`src/rtl/trng_pkg.sv`:
```
// Shared types and helpers for the TRNG entropy pool.
// Holds the control FSM state encoding and the width helper for the
// FIFO occupancy output.
package trng_pkg;

    typedef enum logic [1:0] {
        IDLE  = 2'd0,
        FILL  = 2'd1,
        FULL  = 2'd2,
        ALARM = 2'd3
    } state_t;

    localparam int DEFAULT_DEPTH = 4;

    // Occupancy needs one extra bit so that a completely full FIFO is representable.
    function automatic int lvlWidth(input int depth);
        return $clog2(depth) + 1;
    endfunction

    localparam int LVL_W = lvlWidth(DEFAULT_DEPTH);

endpackage

```
`src/rtl/trng_lane.sv`:
```
// One entropy lane: an order-O parity (XOR) filter over the qualified raw
// bits, plus an optional repetition-count health test on the raw stream.
// The health test is only built when TRNG_POOL_HEALTH_EN is defined.
module trng_lane #(
    parameter int O     = 3,
    parameter int RCT_C = 16
) (
    input  logic clk,
    input  logic rst,
    input  logic clr_i,
    input  logic rnb_i,
    input  logic val_i,
    output logic fbit_o,
    output logic fvld_o,
    output logic fail_o
);

    localparam int            CW   = (O > 1) ? $clog2(O) : 1;
    localparam logic [CW-1:0] LAST = CW'(O - 1);

    logic [CW-1:0] cnt_q;
    logic          acc_q;
    logic          fbit_q;
    logic          fvld_q;

    // Accumulate the XOR of accepted bits and emit it, registered, on every O-th one.
    always_ff @(posedge clk) begin
        if (rst || clr_i) begin
            cnt_q  <= '0;
            acc_q  <= 1'b0;
            fbit_q <= 1'b0;
            fvld_q <= 1'b0;
        end else begin
            fvld_q <= 1'b0;
            if (val_i) begin
                if (cnt_q == LAST) begin
                    fbit_q <= acc_q ^ rnb_i;
                    fvld_q <= 1'b1;
                    acc_q  <= 1'b0;
                    cnt_q  <= '0;
                end else begin
                    acc_q  <= acc_q ^ rnb_i;
                    cnt_q  <= cnt_q + 1'b1;
                end
            end
        end
    end

    assign fbit_o = fbit_q;
    assign fvld_o = fvld_q;

`ifdef TRNG_POOL_HEALTH_EN
    localparam logic [7:0] LIMIT = 8'(RCT_C - 1);

    logic [7:0] rep_q;
    logic       last_q;
    logic       seen_q;

    // A failure is flagged combinationally on the sample that completes a run of RCT_C,
    // and keeps firing while a stuck source continues, because the run length saturates.
    assign fail_o = val_i && seen_q && (rnb_i == last_q) && (rep_q >= LIMIT);

    // Track the current run length of identical raw bits; this ignores filter clears.
    always_ff @(posedge clk) begin
        if (rst) begin
            rep_q  <= 8'd0;
            last_q <= 1'b0;
            seen_q <= 1'b0;
        end else if (val_i) begin
            last_q <= rnb_i;
            seen_q <= 1'b1;
            if (seen_q && (rnb_i == last_q)) begin
                rep_q <= (rep_q == 8'hFF) ? rep_q : rep_q + 8'd1;
            end else begin
                rep_q <= 8'd1;
            end
        end
    end
`else
    logic [7:0] unusedRct;
    assign unusedRct = 8'(RCT_C);
    assign fail_o    = 1'b0;
`endif

endmodule

```
`src/rtl/trng_pool.sv`:
```
// TRNG entropy pool: RI filtered lanes are gathered into W-bit words and
// buffered in a first-word-fall-through FIFO under a small control FSM.
// Define TRNG_POOL_HEALTH_EN to build the per-lane repetition-count test
// and the sticky alarm; without it, alarm is tied low and ALARM is unreachable.
module trng_pool
    import trng_pkg::*;
#(
    parameter int W     = 32,
    parameter int RI    = 8,
    parameter int O     = 3,
    parameter int DEPTH = 4,
    parameter int RCT_C = 16
) (
    input  logic                         clk,
    input  logic                         rst,
    output logic                         es_gen,
    input  logic [RI-1:0]                es_rnb,
    input  logic [RI-1:0]                es_val,
    output logic                         rdn_vld,
    input  logic                         rdn_rdy,
    output logic [W-1:0]                 rdn,
    output logic [lvlWidth(DEPTH)-1:0]   lvl,
    output logic                         alarm,
    input  logic                         alarm_clr
);

    localparam int             NS         = W / RI;
    localparam int             SCW        = (NS > 1) ? $clog2(NS) : 1;
    localparam int             AW         = $clog2(DEPTH);
    localparam int             LW         = lvlWidth(DEPTH);
    localparam logic [SCW-1:0] LAST_SLICE = SCW'(NS - 1);
    localparam logic [LW-1:0]  FULL_LVL   = LW'(DEPTH);
    localparam logic [LW-1:0]  ALMOST_LVL = LW'(DEPTH - 1);

    state_t state_q, state_d;

    logic [RI-1:0]  laneBit;
    logic [RI-1:0]  laneVld;
    logic [RI-1:0]  laneFail;
    logic           healthFail;
    logic           alarmClr;
    logic           flush;

    logic [RI-1:0]  flag_q, flag_d;
    logic [RI-1:0]  slice_q, slice_d;
    logic [W-1:0]   word_q, word_d;
    logic [SCW-1:0] sliceCnt_q, sliceCnt_d;
    logic           pushPend_q, pushPend_d;

    logic [W-1:0]   mem_q [DEPTH];
    logic [AW-1:0]  wptr_q, rptr_q;
    logic [LW-1:0]  count_q;
    logic           push;
    logic           pop;

    assign flush = healthFail || (state_q == ALARM);

    for (genvar i = 0; i < RI; i++) begin : gLane
        trng_lane #(
            .O     (O),
            .RCT_C (RCT_C)
        ) uLane (
            .clk    (clk),
            .rst    (rst),
            .clr_i  (flush),
            .rnb_i  (es_rnb[i]),
            .val_i  (es_val[i]),
            .fbit_o (laneBit[i]),
            .fvld_o (laneVld[i]),
            .fail_o (laneFail[i])
        );
    end

`ifdef TRNG_POOL_HEALTH_EN
    logic alarm_q;

    assign healthFail = |laneFail;
    assign alarmClr   = alarm_clr;
    assign alarm      = alarm_q;

    // Sticky alarm: a fresh failure wins over a simultaneous clear.
    always_ff @(posedge clk) begin
        if (rst) begin
            alarm_q <= 1'b0;
        end else if (healthFail) begin
            alarm_q <= 1'b1;
        end else if (alarmClr) begin
            alarm_q <= 1'b0;
        end
    end
`else
    logic [RI:0] unusedHealth;
    assign unusedHealth = {alarm_clr, laneFail};
    assign healthFail   = 1'b0;
    assign alarmClr     = 1'b0;
    assign alarm        = 1'b0;
`endif

    // Collect one filtered bit per lane; once every lane has reported, shift the slice into the word.
    always_comb begin
        flag_d     = (&flag_q) ? '0 : flag_q;
        slice_d    = slice_q;
        word_d     = word_q;
        sliceCnt_d = sliceCnt_q;
        pushPend_d = 1'b0;
        for (int i = 0; i < RI; i++) begin
            if (laneVld[i]) begin
                flag_d[i]  = 1'b1;
                slice_d[i] = laneBit[i];
            end
        end
        if (&flag_q) begin
            word_d = (word_q << RI) | W'(slice_q);
            if (sliceCnt_q == LAST_SLICE) begin
                sliceCnt_d = '0;
                pushPend_d = 1'b1;
            end else begin
                sliceCnt_d = sliceCnt_q + 1'b1;
            end
        end
    end

    // Collector registers; an alarm throws away any partially built word.
    always_ff @(posedge clk) begin
        if (rst || flush) begin
            flag_q     <= '0;
            slice_q    <= '0;
            word_q     <= '0;
            sliceCnt_q <= '0;
            pushPend_q <= 1'b0;
        end else begin
            flag_q     <= flag_d;
            slice_q    <= slice_d;
            word_q     <= word_d;
            sliceCnt_q <= sliceCnt_d;
            pushPend_q <= pushPend_d;
        end
    end

    // A completed word arriving while the FIFO is full is simply dropped.
    assign push    = pushPend_q && (count_q != FULL_LVL) && !flush;
    assign pop     = rdn_vld && rdn_rdy;
    assign rdn_vld = (count_q != '0);
    assign rdn     = mem_q[rptr_q];
    assign lvl     = count_q;

    // FIFO storage and pointers; the head word is presented directly, so it cannot change without a pop.
    always_ff @(posedge clk) begin
        if (rst) begin
            for (int k = 0; k < DEPTH; k++) begin
                mem_q[k] <= '0;
            end
            wptr_q  <= '0;
            rptr_q  <= '0;
            count_q <= '0;
        end else if (flush) begin
            wptr_q  <= '0;
            rptr_q  <= '0;
            count_q <= '0;
        end else begin
            if (push) begin
                mem_q[wptr_q] <= word_q;
                wptr_q        <= wptr_q + 1'b1;
            end
            if (pop) begin
                rptr_q <= rptr_q + 1'b1;
            end
            if (push && !pop) begin
                count_q <= count_q + 1'b1;
            end else if (pop && !push) begin
                count_q <= count_q - 1'b1;
            end
        end
    end

    // Control FSM state register.
    always_ff @(posedge clk) begin
        if (rst) begin
            state_q <= IDLE;
        end else begin
            state_q <= state_d;
        end
    end

    // Next-state logic; a health failure overrides every other transition.
    always_comb begin
        state_d = state_q;
        unique case (state_q)
            IDLE:  state_d = FILL;
            FILL:  if (push && !pop && (count_q == ALMOST_LVL)) state_d = FULL;
            FULL:  if (pop && !push) state_d = FILL;
            ALARM: if (alarmClr) state_d = FILL;
            default: state_d = IDLE;
        endcase
        if (healthFail) begin
            state_d = ALARM;
        end
    end

    assign es_gen = (state_q == FILL);

endmodule

```
`config.mk`:
```
export PLATFORM = sky130hd
export DESIGN_NAME = trng_pool
export DESIGN_NICKNAME = d
export VERILOG_FILES = /design/src/rtl/trng_pkg.sv /design/src/rtl/trng_lane.sv /design/src/rtl/trng_pool.sv
export SDC_FILE = /design/constraint.sdc
export NUM_CORES = 1
export LEC_CHECK = 0
export ABC_CLOCK_PERIOD_IN_PS = 6580
export CAP_MARGIN = 0
export CELL_PAD_IN_SITES_DETAIL_PLACEMENT = 1
export CELL_PAD_IN_SITES_GLOBAL_PLACEMENT = 1
export CORE_MARGIN = 3
export CORE_UTILIZATION = 30
export DETAILED_ROUTE_END_ITERATION = 8
export MAX_ROUTING_LAYER = met4
export PLACE_DENSITY_LB_ADDON = 0.25
export SETUP_SLACK_MARGIN = 0.5
export SLEW_MARGIN = 20
export SYNTH_ARGS = -nofsm -noshare
export SYNTH_HDL_FRONTEND = slang
export SYNTH_SLANG_ARGS = --single-unit
```
`constraint.sdc`:
```
create_clock -name clk -period 6.58 [get_ports clk]
set_clock_uncertainty 0.15 [all_clocks]
set_input_delay 1.316 -clock clk [delete_from_list [all_inputs] [get_ports clk]]
set_output_delay 1.316 -clock clk [all_outputs]
set_load 0.1 [all_outputs]
```
==> results.cfg, run 1 <==
[worst_setup_path]
cp_max_fo = 19
regToRegSetupSlack_ps = 3580
arrival_ps = 3390
cp-end-kind = output pin
cp.required_ps = 5110
criticalPathCategory = reg2out
worstReg2RegEnd = mem_q[3][26]$_DFFE_PP_
startpoint_type = flip-flop
reg2reg_from = state_q[0]$_SDFFE_PP0P_
reg2reg_depth = 5

[sta]
relSlewSlack = 0.3228
rsz0062_at_grt = no
finalSetupViolations = 0
fin_crit_sh = 0.7379
fmax_ghz = 0.2060
worst_slew_pin_slew_ps = 1016
post-route-min-period_ps = 4855
slew_viol_final = 0
finalHoldViolations = 0
fin_tns_setup_ps = 0

[clock_network]
ctsResizeCount = 0
clockBufferDepth = 3
clock-root-buffer = clkbuf_16
worst_skew_pair.late_latency_ps = 540
path_clk_slew_ps = 60
clock_sinks = 230
ctsHtreeMaxLevel = 1
cts_buffers = 27
tritoncts = yes
cts_setup_buffers = 0
holdBufCountCts = 0

[logic_synthesis]
syn_inst = 740
syn_avg_cell_area_sq_um = 12.90
synth_area_leaders = edfxtp_1, dfxtp_1, mux4_2
synth-seq-cells = 230
synth_top_area_cell = edfxtp_1
yosysWarnings = 0
synthDistinctLibCells = 50
yosysSeqAreaShare = 0.6168
synthesis.nets = 764
synth_area_sq_mm = 0.009543
yosys.area.top_type_share = 0.4028

[cells_and_area]
regArea_sq_mm = 0.005887
fin_nets = 814
final_common_cell = edfxtp_1
diodes = 0
drive_gt1_frac = 0.1295
syn_to_final_growth_pct = 18.92
utilization = 0.3662
final_cell_mix = edfxtp_1, dfxtp_1, and2_1
multi_input_area_sq_mm = 0.003371
fillerInstances = 3260

[die]
die_w_microns = 184.4
die-area_sq_mm = 0.03398
rows = 64
io_pins = 58
start_util = 0.3079
core-area_sq_mm = 0.03099
die_height_microns = 184.4

[detailed_routing]
ant_nets = 0
first_pass_iters = 6
remaining_drc_errors = 0
drt-initial-drc-count = 196
wl_per_cell_microns = 17.32
vias = 5682
drt-total-wl_mm = 20.90
via_per_inst = 4.708

[min_path]
min-delay-start = gLane[5].uLane.fvld_o$_SDFF_PP0_
worstHoldPathType = reg2reg
min_path_cells = 2
holdPathEnd = flag_q[5]$_SDFFE_PP0P_

[power_and_ir_drop]
ir_drop_mv = 0.1901
pwr-share-comb = 0.191
p_clk_frac = 0.384
power_density_mw_per_mm2 = 339.5
p_leak_nw = 3.933
internal_power_mw = 2.674
switching_share = 0.3060
p_seq_frac = 0.425
p_sw_mw = 1.179

[global_route]
grt_start_max_net_pins = 67
overflow = 0
antenna_found_initial = 0
track_usage = 0.1279
grt_first_pass_wirelength_mm = 33.40
grt_pass1_vias = 5851

[run]
cap_violations = 0

[placed_design]
place_hpwl_mm = 12.81
gp_congestion = 0.7075
numPortBuffers = 55

[run_status]
outcome = complete, no violations
[sequential cells by signal (all words and copies together), names as in the netlist, named ones only]
name,count
gLane.uLane.fbit_o,8
gLane.uLane.acc_q,8
flag_q,8
state_q,2
mem_q,128
sliceCnt_q,2
wptr_q,2
word_q,32
slice_q,8
rptr_q,2
gLane.uLane.fvld_o,8
lvl,3
gLane.uLane.cnt_q,16
pushPend_q,1
[worst max path at each step]
stage                                      endpoint  slack [ps]  cells past startpoint
after floorplan           mem_q[0][0]$_SDFFCE_PN0P_        1830                      4
after global placement                       rdn[9]        2180                      3
after detailed placement                     rdn[2]        2170                      3
after CTS                                   rdn[30]        1590                      3
after global routing                         rdn[3]        1490                      3
final                                       rdn[30]        1720                      3
[logic make-up (layout without fill, tap and decap cells)]
logic type                 Yosys count  in the layout  share of synthesized area
xor gates and xnor gates            20             20                    0.01836
buffers and inverters               59            130                    0.03514
AOI/OAI and AO/OA                   61             61                    0.03711
muxes                               65             65                     0.1101
DFF                                230            230                     0.6168
other                                1              1                  0.0003930
adders and majority gates            4              4                   0.006032
and+or+nand+nor                    300            300                     0.1761
[power by group through the flow]
stage | Clock, mW | Combinational (mW) | Sequential, mW
6_report | 1.48 | 0.736 | 1.64
5_1_grt | 1.58 | 0.772 | 1.65
4_1_cts | 1.52 | 0.747 | 1.64
3_5_place_dp | 0 | 0.742 | 1.67
3_3_place_gp | 0 | 0.738 | 1.67
2_1_floorplan | 0 | 0.544 | 1.69
[synthesized netlist by cell type, drive strengths merged]
cell	count
edfxtp	128
and4	2
a211oi	8
or2	2
mux4	32
o21a	1
or3	2
and3b	8
fa	1
a21bo	1
conb	1
nor4	5
and3	29
or4	3
and2	92
a31o	1
o21ai	22
o31ai	3
a21oi	23
nand3b	8
ha	3
clkbuf	13
nor3	13
buf	32
inv	14
nand3	1
nand2b	1
o311ai	1
nor4b	1
nor2	40
mux2i	33
xnor2	8
xor2	12
nor3b	9
nand2	71
nor2b	2
nand4	11
a21o	1
dfxtp	102
[routing by layer]
metal / vias up / wire length (microns) / track usage
met4: 0 / 401 / 0.03024
met2: 76 / 9987 / 0.2095
met3: 33 / 645 / 0.01993
met5: - / 0 / -
met1: 2821 / 9866 / 0.1679
li1: 2752 / - / -
[worst max-delay path, cell delays in order, from the launching register on]
cell and delay, ps:
dfxtp_2 840, buf_4 430, mux4_2 570, clkdlybuf4s50_1 980
[cell type report]
class | count | area share
clock inverters | 8 | 0.005843
repair buffers | 66 | 0.05579
inverters | 14 | 0.004631
well taps | 396 | 0.04366
multi-input cells | 451 | 0.2970
flip-flops and latches | 230 | 0.5187
clock buffers | 42 | 0.07431
[per-stage QoR]
step / setup slack (ps) / hold slack [ps] / instances / instance area (sq um) / power [mW]
after detailed placement: 2168 / 321.3 / 1157 / 10440 / 2.415
after global placement: 2176 / 308.5 / 1157 / 10440 / 2.407
after global routing: 1493 / 348.3 / 1207 / 11350 / 4.006
after CTS: 1592 / 329.4 / 1207 / 11350 / 3.913
after floorplan: 1828 / 294.8 / 740 / 9543 / 2.237
final: 1725 / 325.7 / 1207 / 11350 / 3.853
No activity file was read; power rests on OpenSTA's default activity.
==> run 2: changes to the inputs <==
Settings changed: ABC_CLOCK_PERIOD_IN_PS 6580 to 5100.
Clock period 6.58 ns to 5.1 ns, I/O delays scaled along.
==> run 2 against run 1 <==
Against the previous run:
- flip-flop and latch count stayed put
- clock-buffer cell count is 9 lower
- non-clock buffer count is 3 higher
- critical endpoint is now rdn_vld
- largest power group unchanged
==> results.cfg, run 2 (same netlist as run 1, synthesis figures left out) <==
[detailed_routing]
first_pass_iters = 6
ant_nets = 0
drt-total-wl_mm = 21.28
wl_per_cell_microns = 17.61
remaining_drc_errors = 0
vias = 5725
via_per_inst = 4.739
drt-initial-drc-count = 285

[sta]
fin_tns_setup_ps = 0
worst_slew_pin_slew_ps = 1004
fin_crit_sh = 0.6910
rsz0062_at_grt = no
finalHoldViolations = 0
final.setup.worst_slack_ps = 1576
slew_viol_final = 0
post-route-min-period_ps = 3524
finalSetupViolations = 0
fmax_ghz = 0.2838
relSlewSlack = 0.3308

[global_route]
grt_first_pass_wirelength_mm = 33.86
grt_start_max_net_pins = 51
overflow = 0
antenna_found_initial = 0
grt_pass1_vias = 5985
track_usage = 0.1298

[cells_and_area]
utilization = 0.3613
max_flop_register = mem_q
diodes = 0
syn_to_final_growth_pct = 17.33
fillerInstances = 3280
final_cell_mix = edfxtp_1, dfxtp_1, and2_1
final_common_cell = edfxtp_1
fin_nets = 816
largest_reg_flops = 128
top_regs = mem_q (128), word_q (32), gLane.uLane.cnt_q (16)
drive_gt1_frac = 0.1564

[placed_design]
gp_congestion = 0.6963
place_hpwl_mm = 12.97
numPortBuffers = 55
place_ws_ps = 1663

[clock_network]
holdBufCountCts = 0
clock_sinks = 230
worst_skew_pair.late_latency_ps = 530
tritoncts = yes
path_clk_slew_ps = 60
cts_setup_buffers = 0
ctsResizeCount = 0
cts_buffers = 26
ctsHtreeMaxLevel = 1
clockBufferDepth = 3
clock-root-buffer = clkbuf_16

[worst_setup_path]
crit_path_cell_trace = or3_1, clkdlybuf4s50_1
crit_slowest_cell = clkdlybuf4s50_1
critPathTopFamily = buffers and inverters
arrival_ps = 2350
startpoint_type = flip-flop
crit_path_max_incr_delay_ps = 1120
reg2reg_depth = 9
critPathBufInv = 1
criticalPathCategory = reg2out
cp_max_fo = 8
cp.required_ps = 3930
crit_cells = 2
cp-end-kind = output pin
regToRegSetupSlack_ps = 2160

[power_and_ir_drop]
p_leak_nw = 3.926
power_density_mw_per_mm2 = 432.3
ir_drop_mv = 0.2239

[min_path]
worstHoldPathType = reg2reg
min_path_cells = 2

[die]
io_pins = 58
core-area_sq_mm = 0.03099
die_height_microns = 184.4
die_w_microns = 184.4
die-area_sq_mm = 0.03398
start_util = 0.3079
rows = 64

[run]
cap_violations = 0

[run_status]
outcome = complete, no violations
run 2: cell type report:
cell class                 count  area (sq um)  area share
multi-input combinational    451          3366      0.3006
clock buffer                  33         676.9     0.06045
timing repair buffer          69         588.1     0.05252
sequential                   230          5887      0.5258
inverter                      14         52.55    0.004693
tap                          396         495.5     0.04425
clock inverter                15         131.4     0.01173
run 2: power breakdown:
group | leakage, nW | internal [mW] | switching [mW] | total, mW
clock network | 0.395 | 1.04 | 0.748 | 1.79
logic | 1.49 | 0.255 | 0.707 | 0.962
registers | 2.04 | 2.04 | 0.0533 | 2.09
total | 3.93 | 3.33 | 1.51 | 4.84
run 2: per-stage QoR:
| step | power [mW] | instance area [sq um] | hold WS (ps) | cells |
|---|---|---|---|---|
| after floorplan | 2.885 | 9548 | 294.8 | 740 |
| after global placement | 3.099 | 10390 | 312.7 | 1160 |
| after detailed placement | 3.108 | 10390 | 318.9 | 1160 |
| after CTS | 4.915 | 11200 | 327.7 | 1208 |
| after global routing | 5.044 | 11200 | 345.9 | 1208 |
| final | 4.840 | 11200 | 322.0 | 1208 |
run 2: path summary, 6_finish.rpt:
check                         startpoint                endpoint
setup / recovery     lvl[0]$_SDFFE_PP0P_                 rdn_vld
hold / removal    flag_q[4]$_SDFFE_PP0P_  flag_q[4]$_SDFFE_PP0P_
setup reg to reg     lvl[2]$_SDFFE_PP0P_     lvl[2]$_SDFFE_PP0P_
hold reg to reg   flag_q[4]$_SDFFE_PP0P_  flag_q[4]$_SDFFE_PP0P_
run 2: tightest hold or removal path, stage by stage (launching register included):
cell and delay, ps:
dfxtp_1 310, nand2_1 50, o21ai_0 60
run 2: per-layer routing:
layer	routed length (microns)	global-route usage	share of wire
met5	0	-	0
met4	386	0.03115	0.018
met3	622	0.01954	0.029
met2	9934	0.2073	0.47
met1	10330	0.1752	0.49
